File: src/rtl/fetch_queue_pkg.sv
// Shared definitions for the instruction prefetch queue and its neighbours.
// Holds the fetch-side constants, the stored entry layout and the occupancy
// classification derived from the entry count.
package fetch_queue_pkg;

  localparam logic [31:0] TEXT_BASE = 32'h0000_3000;
  localparam logic [31:0] INSTR_NOP = 32'h0000_0000;
  localparam int unsigned FQ_DEPTH  = 4;

  // One buffered fetch result: instruction in the upper half, PC+4 in the lower.
  typedef struct packed {
    logic [31:0] instr;
    logic [31:0] pc4;
  } fq_entry_t;

  typedef enum logic [1:0] {
    OccEmpty,
    OccPartial,
    OccFull
  } occ_e;

  function automatic occ_e occ_of(input logic [31:0] count, input logic [31:0] depth);
    if (count == 32'd0) begin
      return OccEmpty;
    end else if (count == depth) begin
      return OccFull;
    end else begin
      return OccPartial;
    end
  endfunction

endpackage

File: src/rtl/fetch_queue_if.sv
// Handshake bundle between fetch, the prefetch queue and decode.
//   master : fetch/decode side - drives in_valid/in_instr/in_PC4/in_flush/out_ready
//   slave  : queue side        - drives in_ready/out_valid/out_instr/out_PC4/out_count
interface fetch_queue_if #(
  parameter int unsigned CW = 3
) ();

  logic          in_valid;
  logic [31:0]   in_instr;
  logic [31:0]   in_PC4;
  logic          in_ready;
  logic          in_flush;
  logic          out_valid;
  logic [31:0]   out_instr;
  logic [31:0]   out_PC4;
  logic          out_ready;
  logic [CW-1:0] out_count;

  modport master (
    output in_valid, in_instr, in_PC4, in_flush, out_ready,
    input  in_ready, out_valid, out_instr, out_PC4, out_count
  );

  modport slave (
    input  in_valid, in_instr, in_PC4, in_flush, out_ready,
    output in_ready, out_valid, out_instr, out_PC4, out_count
  );

endinterface

File: src/rtl/fetch_queue_mem.sv
// DEPTH x 64-bit entry storage for the prefetch queue.
// Ports: clk, we/waddr/wdata (synchronous write), raddr/rdata (asynchronous read).
// Holds no control state; contents are not reset.
module fetch_queue_mem
  import fetch_queue_pkg::*;
#(
  parameter int unsigned DEPTH = 4,
  parameter int unsigned AW    = 2
) (
  input  logic          clk,
  input  logic          we,
  input  logic [AW-1:0] waddr,
  input  fq_entry_t     wdata,
  input  logic [AW-1:0] raddr,
  output fq_entry_t     rdata
);

  fq_entry_t mem_q [DEPTH];

  always_ff @(posedge clk) begin
    if (we) begin
      mem_q[waddr] <= wdata;
    end
  end

  assign rdata = mem_q[raddr];

endmodule

File: src/rtl/fetch_queue.sv
// Instruction prefetch queue between fetch and decode: a registered FIFO of
// {instr, PC+4} pairs with valid/ready on both sides and a one-cycle flush.
// Ports: clk, reset (synchronous, active-low), bus (fetch_queue_if.slave).
// Outputs depend only on registered state, so they move only at clk edges.
module fetch_queue
  import fetch_queue_pkg::*;
#(
  parameter int unsigned DEPTH = FQ_DEPTH,
  parameter int unsigned CW    = 3
) (
  input logic           clk,
  input logic           reset,
  fetch_queue_if.slave  bus
);

  localparam int unsigned AW = $clog2(DEPTH);

  logic [AW-1:0] wp_q, rp_q;
  logic [CW-1:0] count_q;
  occ_e          occ;
  logic          push, pop;
  fq_entry_t     wdata, rdata;

  assign occ = occ_of(32'(count_q), 32'(DEPTH));

  // Ready looks only at the registered count: a pop while full does not free a slot
  // for a push in the same cycle.
  assign bus.in_ready  = (occ != OccFull);
  assign bus.out_valid = (occ != OccEmpty);
  assign bus.out_count = count_q;

  assign push = bus.in_valid && bus.in_ready;
  assign pop  = bus.out_valid && bus.out_ready;

  assign wdata = '{instr: bus.in_instr, pc4: bus.in_PC4};

  // Empty queue presents a NOP rather than whatever stale word sits at rp.
  assign bus.out_instr = bus.out_valid ? rdata.instr : INSTR_NOP;
  assign bus.out_PC4   = bus.out_valid ? rdata.pc4 : 32'h0;

  fetch_queue_mem #(
    .DEPTH (DEPTH),
    .AW    (AW)
  ) u_mem (
    .clk   (clk),
    .we    (push && reset && !bus.in_flush),
    .waddr (wp_q),
    .wdata (wdata),
    .raddr (rp_q),
    .rdata (rdata)
  );

  always_ff @(posedge clk) begin
    if (!reset) begin
      wp_q    <= '0;
      rp_q    <= '0;
      count_q <= '0;
    end else if (bus.in_flush) begin
      wp_q    <= '0;
      rp_q    <= '0;
      count_q <= '0;
    end else begin
      // Pointers wrap through natural binary overflow.
      if (push) wp_q <= wp_q + AW'(1);
      if (pop)  rp_q <= rp_q + AW'(1);
      unique case ({push, pop})
        2'b10:   count_q <= count_q + CW'(1);
        2'b01:   count_q <= count_q - CW'(1);
        default: count_q <= count_q;
      endcase
    end
  end

endmodule

File: src/flat_wrapper.sv
// flat-port wrapper written by rule: the top's interface ports become plain ports
module fetch_queue_flat import fetch_queue_pkg::*;
#(
  parameter int unsigned DEPTH = FQ_DEPTH,
  parameter int unsigned CW    = 3
)
  (clk, reset, bus_in_valid, bus_in_instr, bus_in_PC4, bus_in_flush, bus_out_ready, bus_in_ready, bus_out_valid, bus_out_instr, bus_out_PC4, bus_out_count);
  fetch_queue_if #(.CW(CW)) bus_i ();
  input logic clk;
  input logic reset;
  input wire logic [$bits(bus_i.in_valid)-1:0] bus_in_valid;
  input wire logic [$bits(bus_i.in_instr)-1:0] bus_in_instr;
  input wire logic [$bits(bus_i.in_PC4)-1:0] bus_in_PC4;
  input wire logic [$bits(bus_i.in_flush)-1:0] bus_in_flush;
  input wire logic [$bits(bus_i.out_ready)-1:0] bus_out_ready;
  output wire logic [$bits(bus_i.in_ready)-1:0] bus_in_ready;
  output wire logic [$bits(bus_i.out_valid)-1:0] bus_out_valid;
  output wire logic [$bits(bus_i.out_instr)-1:0] bus_out_instr;
  output wire logic [$bits(bus_i.out_PC4)-1:0] bus_out_PC4;
  output wire logic [$bits(bus_i.out_count)-1:0] bus_out_count;
  assign bus_i.in_valid = bus_in_valid;
  assign bus_i.in_instr = bus_in_instr;
  assign bus_i.in_PC4 = bus_in_PC4;
  assign bus_i.in_flush = bus_in_flush;
  assign bus_i.out_ready = bus_out_ready;
  assign bus_in_ready = bus_i.in_ready;
  assign bus_out_valid = bus_i.out_valid;
  assign bus_out_instr = bus_i.out_instr;
  assign bus_out_PC4 = bus_i.out_PC4;
  assign bus_out_count = bus_i.out_count;
  fetch_queue #(.DEPTH(DEPTH), .CW(CW)) u_core (.clk(clk), .reset(reset), .bus(bus_i));
endmodule
File: config.mk
export PLATFORM = sky130hd
export DESIGN_NAME = fetch_queue_flat
export DESIGN_NICKNAME = d
export VERILOG_FILES = /design/src/rtl/fetch_queue_pkg.sv /design/src/rtl/fetch_queue_if.sv /design/src/rtl/fetch_queue_mem.sv /design/src/rtl/fetch_queue.sv /design/src/flat_wrapper.sv
export SDC_FILE = /design/constraint.sdc
export NUM_CORES = 1
export LEC_CHECK = 0
export CAP_MARGIN = 10
export CELL_PAD_IN_SITES_DETAIL_PLACEMENT = 0
export CELL_PAD_IN_SITES_GLOBAL_PLACEMENT = 1
export CORE_MARGIN = 2
export CORE_UTILIZATION = 51
export CTS_CLUSTER_DIAMETER = 120
export DETAILED_ROUTE_END_ITERATION = 7
export PLACE_DENSITY_LB_ADDON = 0.1
export SLEW_MARGIN = 5
export SYNTH_ARGS = -nofsm -noshare
export SYNTH_HDL_FRONTEND = slang
export SYNTH_SLANG_ARGS = --single-unit
File: constraint.sdc
create_clock -name clk -period 7.22 [get_ports clk]
set_input_delay 1.444 -clock clk [delete_from_list [all_inputs] [get_ports clk]]
set_output_delay 1.444 -clock clk [all_outputs]
set_load 0.01 [all_outputs]
==> results.json <==
{
  "cts.path.max_buffers": 3,
  "crit_required_ns": 5.78,
  "critPathLaunchType": "register",
  "path_cells": "buf_4 > mux4_2 > and2_1 > clkdlybuf4s50_1",
  "post-route-period-util_pct": 65.09,
  "yosys.area.top_type": "edfxtp_1",
  "post_cts_buffers": 0,
  "setup_violations": 0,
  "io_pins": 138,
  "viasPerCell": 5.442,
  "final.setup_skew_ns": 0.01053,
  "grt_usage_pct": 18.39,
  "max-cap-violations": 0,
  "drive_above_1_share_pct": 17.36,
  "avgSynthCellArea_sq_um": 22.35,
  "cts_tree": "yes",
  "cp_num_buf_inv": 2,
  "std_cell_rows": 51,
  "fillers": 1368,
  "multi_input_area_sq_mm": 0.002148,
  "synth_top_area_share_pct": 75.27,
  "ant_nets": 0,
  "syn_area_sq_mm": 0.01021,
  "grt_max_degree": 66,
  "gr-total-overflow": 0,
  "antenna_cells": 0,
  "syn_inst": 457,
  "vias": 4827,
  "clkTransAtPathRegs_ns": 0.06,
  "relSlewSlack_pct": 30.94,
  "die-height_microns": 145.5,
  "dp_hpwl_microns": 10360,
  "holdWs_ns": 0.5053,
  "ys_seq_area_share_pct": 77.03,
  "nets": 679,
  "htree_levels": 1,
  "synth_cell_types": 27,
  "final_cell_mix": "edfxtp_1, clkdlybuf4s50_1, and2_1, mux4_2, clkbuf_16",
  "p_leak_nw": 3.975,
  "grt_pass1_vias": 5415,
  "syn_nets": 532,
  "dr.pass1.iters": 5,
  "final_common_cell": "edfxtp_1",
  "synth_enable_flop_cells": 256,
  "antenna_found_initial": 0,
  "die_area_sq_mm": 0.02117,
  "path_class": "register to output pin",
  "finalCriticalPeriod_ns": 4.699,
  "cp_slowest_stage_delay_ns": 0.74,
  "worstPathMaxFanout": 35,
  "ys_ff_latch": 265,
  "synth_warnings": 0,
  "synth-async-reset-ratio_pct": 0,
  "worst_pin_slew_ns": 1.036,
  "cts.repair.resized": 0,
  "cts.sinks": 265,
  "slowest_stage": "dfxtp_4",
  "grt_pass1_wl_microns": 30060,
  "wire_per_inst_microns": 21.18,
  "start_util_pct": 52.31,
  "dr.first_iter.drc_count": 284,
  "status": "complete, no violations",
  "die_w_microns": 145.5,
  "numCtsBuffers": 27,
  "core_area_sq_mm": 0.01953,
  "irDropWorstVdd_mv": 0.1812,
  "syn_to_final_growth_pct": 23.55,
  "power-per-cell-area_mw_per_mm2": 254.8,
  "hold_viol_final": 0,
  "critPathTopFamily": "buffers and inverters",
  "final.setup.tns_ns": 0,
  "root_buffer": "clkbuf_16",
  "routed_wl_microns": 18790,
  "numPortBuffers": 137,
  "endpoint_kind": "output pin",
  "arrival_ns": 3.26,
  "synth_area_leaders": "edfxtp_1, mux4_2, and2_1, dfxtp_1, buf_12",
  "hold_class": "register to register",
  "drcViolationCount": 0,
  "place_area_sq_mm": 0.01176,
  "fin_area_sq_mm": 0.01262,
  "seqCellArea_sq_mm": 0.007875,
  "hold_buffers": 0,
  "place_congestion": 0.7024,
  "timing.fmax_ghz": 0.2128,
  "ys.flop_type": "edfxtp_1",
  "clk_latency_ns": 0.51,
  "rsz0062_at_grt": "false",
  "slew_viol_final": 0
}
[per-layer routing]
layer	wire length, microns	up-vias	GRT usage, %
met5	0	-	0
met4	363	0	5.000
met3	1158	29	3.135
met2	9396	147	31.16
met1	7871	2498	25.13
li1	-	2153	-
[registers in the layout (all words and copies together) (netlist names), named ones only]
signal	flops
u_core.bus.out_count	3
u_core.rp_q	2
u_core.wp_q	2
u_core.u_mem.mem_q	256
[path summary, 6_finish.rpt]
| kind | startpoint | to | slack (ns) | cells past startpoint |
|---|---|---|---|---|
| worst min register to register | u_core.wp_q[0] | u_core.wp_q[0] | 0.51 | 2 |
| worst min-delay path | u_core.wp_q[0] | u_core.wp_q[0] | 0.51 | 2 |
| worst max-delay path | register | bus_out_instr[19] | 2.52 | 4 |
| worst max register to register | u_core.bus.out_count[2] | u_core.bus.out_count[2] | 4.84 | 9 |
[worst reg2reg max path: stages, from the launching register on]
cell     delay (ns)
dfxtp_1        0.43
or3b_4         0.43
and2_4         0.20
inv_1          0.05
ha_1           0.17
inv_1          0.06
fa_1           0.37
xor2_1         0.16
or3_1          0.31
a21oi_1        0.14
[final cells by class]
| class | instances | area share [%] |
|---|---|---|
| flip-flops and latches | 265 | 62.41 |
| multi-input cells | 164 | 17.03 |
| repair buffers | 139 | 11.09 |
| clock buffers | 33 | 5.533 |
| well taps | 265 | 2.628 |
| clock inverters | 14 | 1.111 |
| inverters | 7 | 0.2082 |
[metrics by stage]
| step | total power [mW] | utilization (%) | setup WS, ns | instances |
|---|---|---|---|---|
| global placement | 1.924 | 60.23 | 2.926 | 839 |
| CTS | 3.243 | 64.52 | 2.370 | 886 |
| finish | 3.215 | 64.62 | 2.521 | 887 |
| detailed placement | 1.929 | 60.23 | 2.935 | 839 |
| floorplan | 1.817 | - | 3.476 | 457 |
| global route | 3.326 | 64.62 | 2.231 | 887 |
[report_power, final]
group          internal, mW  leakage, nW  switching, mW
Clock                 0.788        0.416          0.531
Sequential             1.70         2.39        0.00755
Combinational         0.105         1.17         0.0806
[cell usage after synthesis, types with 4 or more instances]
cell and count:
edfxtp_1 256, and2_1 64, mux4_2 60, dfxtp_1 9, clkbuf_1 7, inv_1 7
buf_12 6, buf_2 6, nor2_1 6, ha_1 5, and3_1 4, mux4_1 4
xor2_1 4
[kinds of logic (layout without fill, tap and decap cells)]
group / after synthesis / count (layout) / share of synthesized area (%)
compound gates: 7 / 7 / 0.4287
xor+xnor: 4 / 4 / 0.3430
fa+ha+maj: 6 / 6 / 0.8085
buf+inv: 28 / 193 / 2.144
flops: 265 / 265 / 77.03
mux: 64 / 64 / 14.26
simple gates: 83 / 83 / 4.986
No activity file was read; power rests on OpenSTA's default activity.
